$ cat src/rtl/dpr_rr_arbiter.sv
// Two-requester round-robin arbiter in front of one internal single-port RAM.
// Each requester gets a combinational req/gnt handshake and a registered 1-cycle read response.
module dpr_rr_arbiter #(
  parameter int DATA_WIDTH = 8,
  parameter int ADDR_WIDTH = 8
) (
  input  logic                  clk,
  input  logic                  rst,
  input  logic                  a_req,
  input  logic                  a_we,
  input  logic                  a_lock,
  input  logic [ADDR_WIDTH-1:0] a_addr,
  input  logic [DATA_WIDTH-1:0] a_data,
  output logic                  a_gnt,
  output logic                  a_rvalid,
  output logic [DATA_WIDTH-1:0] a_q,
  input  logic                  b_req,
  input  logic                  b_we,
  input  logic                  b_lock,
  input  logic [ADDR_WIDTH-1:0] b_addr,
  input  logic [DATA_WIDTH-1:0] b_data,
  output logic                  b_gnt,
  output logic                  b_rvalid,
  output logic [DATA_WIDTH-1:0] b_q
);

  localparam int DEPTH = 2 ** ADDR_WIDTH;

  typedef enum logic {
    REQ_A = 1'b0,
    REQ_B = 1'b1
  } req_id_e;

  logic [DATA_WIDTH-1:0] mem [DEPTH];

  req_id_e               last_owner_q, last_owner_d;
  req_id_e               owner_q, owner_d;
  logic                  locked_q, locked_d;
  logic                  a_rvalid_q, a_rvalid_d;
  logic                  b_rvalid_q, b_rvalid_d;
  logic [DATA_WIDTH-1:0] a_rdata_q, a_rdata_d;
  logic [DATA_WIDTH-1:0] b_rdata_q, b_rdata_d;

  logic                  a_acc, b_acc;
  logic                  wr_en;
  logic [ADDR_WIDTH-1:0] wr_addr;
  logic [DATA_WIDTH-1:0] wr_data;

  // While locked, the non-owner is held off even if the owner goes idle.
  always_comb begin
    a_gnt = 1'b0;
    b_gnt = 1'b0;
    if (locked_q) begin
      if (owner_q == REQ_A) a_gnt = a_req;
      else                  b_gnt = b_req;
    end else if (a_req && !b_req) begin
      a_gnt = 1'b1;
    end else if (b_req && !a_req) begin
      b_gnt = 1'b1;
    end else if (a_req && b_req) begin
      if (last_owner_q == REQ_B) a_gnt = 1'b1;
      else                       b_gnt = 1'b1;
    end
  end

  assign a_acc = a_req & a_gnt;
  assign b_acc = b_req & b_gnt;

  // A cycle without an accepted command always drops the lock.
  always_comb begin
    last_owner_d = last_owner_q;
    owner_d      = owner_q;
    locked_d     = 1'b0;
    if (a_acc) begin
      last_owner_d = REQ_A;
      owner_d      = REQ_A;
      locked_d     = a_lock;
    end else if (b_acc) begin
      last_owner_d = REQ_B;
      owner_d      = REQ_B;
      locked_d     = b_lock;
    end
  end

  always_comb begin
    a_rvalid_d = a_acc & ~a_we;
    b_rvalid_d = b_acc & ~b_we;
    a_rdata_d  = a_rdata_q;
    b_rdata_d  = b_rdata_q;
    if (a_rvalid_d) a_rdata_d = mem[a_addr];
    if (b_rvalid_d) b_rdata_d = mem[b_addr];
  end

  always_comb begin
    wr_en   = 1'b0;
    wr_addr = a_addr;
    wr_data = a_data;
    if (a_acc && a_we) begin
      wr_en = 1'b1;
    end else if (b_acc && b_we) begin
      wr_en   = 1'b1;
      wr_addr = b_addr;
      wr_data = b_data;
    end
  end

  always_ff @(posedge clk or negedge rst) begin
    if (!rst) begin
      last_owner_q <= REQ_B;
      owner_q      <= REQ_A;
      locked_q     <= 1'b0;
      a_rvalid_q   <= 1'b0;
      b_rvalid_q   <= 1'b0;
      a_rdata_q    <= '0;
      b_rdata_q    <= '0;
    end else begin
      last_owner_q <= last_owner_d;
      owner_q      <= owner_d;
      locked_q     <= locked_d;
      a_rvalid_q   <= a_rvalid_d;
      b_rvalid_q   <= b_rvalid_d;
      a_rdata_q    <= a_rdata_d;
      b_rdata_q    <= b_rdata_d;
    end
  end

  // Storage is deliberately left out of reset so it maps onto a plain RAM macro.
  always_ff @(posedge clk) begin
    if (wr_en) mem[wr_addr] <= wr_data;
  end

  assign a_rvalid = a_rvalid_q;
  assign b_rvalid = b_rvalid_q;
  assign a_q      = a_rdata_q;
  assign b_q      = b_rdata_q;

endmodule

$ cat config.mk
export PLATFORM = sky130hd
export DESIGN_NAME = dpr_rr_arbiter
export DESIGN_NICKNAME = d
export VERILOG_FILES = /design/src/rtl/dpr_rr_arbiter.sv
export SDC_FILE = /design/constraint.sdc
export NUM_CORES = 2
export LEC_CHECK = 0
export CORE_MARGIN = 1
export CORE_UTILIZATION = 57
export DETAILED_ROUTE_END_ITERATION = 6
export GPL_TIMING_DRIVEN = 0
export PLACE_DENSITY = 0.76
export REMOVE_ABC_BUFFERS = 1
export SLEW_MARGIN = 15
export SYNTH_ARGS = -nofsm -noshare
export SYNTH_HDL_FRONTEND = slang
export SYNTH_SLANG_ARGS = --single-unit
$ cat constraint.sdc
create_clock -name clk -period 3.6 [get_ports clk]
set_input_delay 0.36 -clock clk [delete_from_list [all_inputs] [get_ports clk]]
set_output_delay 0.36 -clock clk [all_outputs]
set_load 0.005 [all_outputs]
==> insert_results.sql <==
INSERT INTO impl_metrics (metric_group, metric, value, unit) VALUES
('pwr', 'ir_worst_vdd', '539', 'uV'),
('pwr', 'p_int', '40.9', 'mW'),
('grt', 'grt_usage', '35.7', '%'),
('min_path', 'worst_hold_path_type', 'in2async', ''),
('final_layout', 'layout-drive-gt1-share', '32.2', '%'),
('pwr', 'share_seq_of_total_power', '50.7', '%'),
('detailed_routing', 'drcViolationCount', '0', ''),
('setup_path', 'cpMostUsedCell', 'sky130_fd_sc_hd__buf_16', ''),
('flow_run', 'cap_viol_max_count', '0', ''),
('logic_synthesis', 'yosys.area_share.simple', '3.46', '%'),
('detailed_routing', 'viasPerCell', '7.79', ''),
('clock_network', 'clockBufferDepth', '3', ''),
('detailed_routing', 'antenna_violating_nets_post_route', '0', ''),
('clock_network', 'worst_path_clk_slew', '0.07', 'ns'),
('outcome', 'outcome', 'finished, violations left', ''),
('clock_network', 'clock_sink_count', '2069', ''),
('floorplanning', 'initial_standard_cell_utilization_of_the_core', '57.7', '%'),
('setup_path', 'startpoint_type', 'primary input', ''),
('final_layout', 'final_core_util', '64.7', '%'),
('timing', 'fmaxAchievable', '261', 'MHz'),
('place', 'dp_hpwl', '196', 'mm'),
('grt', 'overflow', '0', ''),
('grt', 'grt_antenna_before_repair', '14', ''),
('floorplanning', 'dieHeight', '414', 'um'),
('logic_synthesis', 'synthMuxAreaShare', '24.5', '%'),
('clock_network', 'cts_buffers', '206', ''),
('clock_network', 'cts_htree_levels', '4', ''),
('floorplanning', 'die_area', '0.172', 'sq mm'),
('timing', 'grt_setup_unrepaired', 'yes', ''),
('pwr', 'power_per_cell_area', '496', 'mW/mm^2'),
('timing', 'fin_crit_share', '106', '%'),
('floorplanning', 'floorplan.core_area', '0.168', 'sq mm'),
('logic_synthesis', 'yosysTopAreaCellShare', '63.5', '%'),
('clock_network', 'clk-insertion-delay-late', '0.84', 'ns'),
('setup_path', 'critPathMaxStageDelay', '0.63', 'ns'),
('logic_synthesis', 'synth-xor-area-share', '0', '%'),
('detailed_routing', 'number_of_drc_markers_after_the_initial_detailed_route_iteration', '9877', ''),
('logic_synthesis', 'synth-compound-area-share', '5.42', '%'),
('setup_path', 'worst_path_dominant_cell_family', 'simple AND/OR/NAND/NOR gates', ''),
('logic_synthesis', 'synth.lib_cells_used.distinct', '60', ''),
('place', 'placement.setup.worst_slack', '-1.27', 'ns'),
('grt', 'first_pass_grt_wire_length', '432', 'mm'),
('detailed_routing', 'post_drt_wl_per_cell', '40.9', 'um'),
('timing', 'setup_viol', '319', ''),
('detailed_routing', 'vias', '58900', ''),
('logic_synthesis', 'synth_edf_count', '2048', ''),
('timing', 'clock-skew-final', '0.0395', 'ns'),
('logic_synthesis', 'cell_types_with_the_largest_area_share_after_synthesis', 'sky130_fd_sc_hd__edfxtp_1 (63%), sky130_fd_sc_hd__mux4_2 (21%), sky130_fd_sc_hd__mux2i_1 (3.0%), sky130_fd_sc_hd__a22oi_1 (1.9%), sky130_fd_sc_hd__nor2_1 (1.3%)', ''),
('final_layout', 'final_design_area_no_fill', '0.109', 'sq mm'),
('timing', 'hold_viol_final', '0', ''),
('setup_path', 'worst_ep_arrival_time', '4.56', 'ns'),
('setup_path', 'path_cells', 'buf_8, buf_16, buf_16, nand2_4, buf_16, o221ai_1, o31ai_1, nor4_1, nand3_1, o211ai_1', ''),
('place', 'gp_congestion', '0.909', ''),
('timing', 'relSlewSlack', '13.7', '%'),
('timing', 'timing.final.max_slew_violations', '0', ''),
('pwr', 'power_frac_clock', '38.9', '%'),
('detailed_routing', 'route.final.wire_length', '309', 'mm'),
('grt', 'grt_start_max_net_pins', '137', ''),
('clock_network', 'clockRootBuffer', 'sky130_fd_sc_hd__clkbuf_16', ''),
('setup_path', 'critical-path-slowest-cell', 'sky130_fd_sc_hd__nand3_1', ''),
('logic_synthesis', 'yosys_warnings', '0', ''),
('logic_synthesis', 'synth-seq-cells', '2069', ''),
('grt', 'first_global_vias', '57900', ''),
('outcome', 'failed_checks', 'setup timing', ''),
('floorplanning', 'die_w', '414', 'um'),
('place', 'place_area', '0.101', 'sq mm'),
('logic_synthesis', 'main_combinational_cell_family_by_area_after_synthesis', 'multiplexers', ''),
('logic_synthesis', 'synth_area', '0.0969', 'sq mm'),
('detailed_routing', 'drt_pass1_iterations', '7', ''),
('timing', 'setup_ws_final', '-0.230', 'ns'),
('logic_synthesis', 'async_flop_share', '1.01', '%');
cell usage in the layout (no fill, tap or decap), types with 12 or more instances in the layout:
master,synthesis,layout
sky130_fd_sc_hd__nor2_2,0,166
sky130_fd_sc_hd__a211o_1,22,22
sky130_fd_sc_hd__edfxtp_1,2048,2048
sky130_fd_sc_hd__and2_1,30,28
sky130_fd_sc_hd__clkdlybuf4s50_1,0,44
sky130_fd_sc_hd__mux2_2,60,52
sky130_fd_sc_hd__buf_16,0,67
sky130_fd_sc_hd__mux4_2,893,893
sky130_fd_sc_hd__buf_12,3,31
sky130_fd_sc_hd__clkbuf_16,0,214
sky130_fd_sc_hd__nand2b_2,0,15
sky130_fd_sc_hd__mux2i_1,290,290
sky130_fd_sc_hd__o31ai_1,20,16
sky130_fd_sc_hd__nand4_1,29,29
sky130_fd_sc_hd__o221ai_1,70,70
sky130_fd_sc_hd__o21ai_0,68,64
sky130_fd_sc_hd__nor2_4,0,91
sky130_fd_sc_hd__a2111o_1,12,12
sky130_fd_sc_hd__clkinv_1,1,34
sky130_fd_sc_hd__or2_2,18,18
sky130_fd_sc_hd__clkbuf_1,168,55
sky130_fd_sc_hd__a22oi_1,247,246
sky130_fd_sc_hd__a21oi_1,72,72
sky130_fd_sc_hd__nor3_1,38,27
sky130_fd_sc_hd__clkinv_2,0,33
sky130_fd_sc_hd__nand2_1,143,127
sky130_fd_sc_hd__nor2_1,327,70
sky130_fd_sc_hd__a22o_1,12,12
sky130_fd_sc_hd__bufinv_16,0,15
sky130_fd_sc_hd__a211oi_1,44,44
sky130_fd_sc_hd__nand3_1,70,69
sky130_fd_sc_hd__o211ai_1,20,20
sky130_fd_sc_hd__inv_1,13,12
sky130_fd_sc_hd__o22ai_1,90,90
sky130_fd_sc_hd__dfrtp_1,20,20
flip-flops by register name (all words and copies together), names as in the netlist:
name,count
a_rvalid,1
owner_q,1
b_rvalid,1
mem,2048
last_owner_q,1
a_q,8
locked_q,1
b_q,8
power by group through the flow:
stage / sequential (mW) / combinational [mW] / clock [mW]
after floorplan: 27.8 / 2.36 / 0
after global placement: 28.0 / 9.08 / 0
after detailed placement: 27.8 / 5.27 / 0
after CTS: 27.3 / 5.38 / 20.9
after global routing: 27.3 / 5.73 / 21.7
final: 27.3 / 5.64 / 21.0
metrics by stage:
step                      hold WS (ns)  cells
after global placement           0.531   7058
after detailed placement         0.355   7167
after floorplan                 0.0644   4795
after CTS                       0.0116   7536
after global routing            0.0513   7547
final                           0.0520   7555
logic make-up (layout without fill, tap and decap cells):
logic type	count (synthesis)	count (layout)
other	0	9
AND/OR/NAND/NOR	734	734
multiplexers	1244	1244
buffers and inverters	432	563
flip-flops	2069	2069
AO/OA/AOI/OAI	732	732
layout make-up:
type	instances	area [sq um]	share of cell area, %
Multi-Input combinational cell	2710	33900	31.2
Tap cell	2204	2760	2.54
Timing Repair Buffer	182	3410	3.14
Sequential cell	2069	62000	57.1
Clock buffer	271	5540	5.10
Antenna cell	9	22.5	0.0207
Clock inverter	94	853	0.786
Inverter	16	68.8	0.0634
layer usage:
metal / vias up / part of all wire (%) / global-route usage (%)
met2: 5503 / 44 / 51.3
met5: - / 0.027 / 0
met1: 30000 / 33 / 47.2
li1: 22300 / - / -
met4: 12 / 7.9 / 23.4
met3: 1099 / 15 / 11.7
final timing paths:
check	from	endpoint	slack, ns	cells after the start
worst max-delay path	a_addr[1]	a_q[7]	-0.23	10
worst min-delay path	rst	b_q[2]	0.05	2
worst max register to register	last_owner_q	mem[180][5]	-0.14	9
worst min register to register	last_owner_q	last_owner_q	0.54	2
max in group asynchronous	rst	last_owner_q	2.91	3
min in group clk	b_addr[4]	b_q[6]	0.12	3
repair_timing:
item / CTS / global route
hold endpoints to repair: 20 / 0
resized for setup: 255 / 123
setup endpoints to repair: 2003 / 1615
hold buffers: 1 / 0
pin swaps: 1 / 7
setup buffers: 0 / 6
gates cloned: 3 / 4
Note: power is estimated with default switching activity, not from simulation.
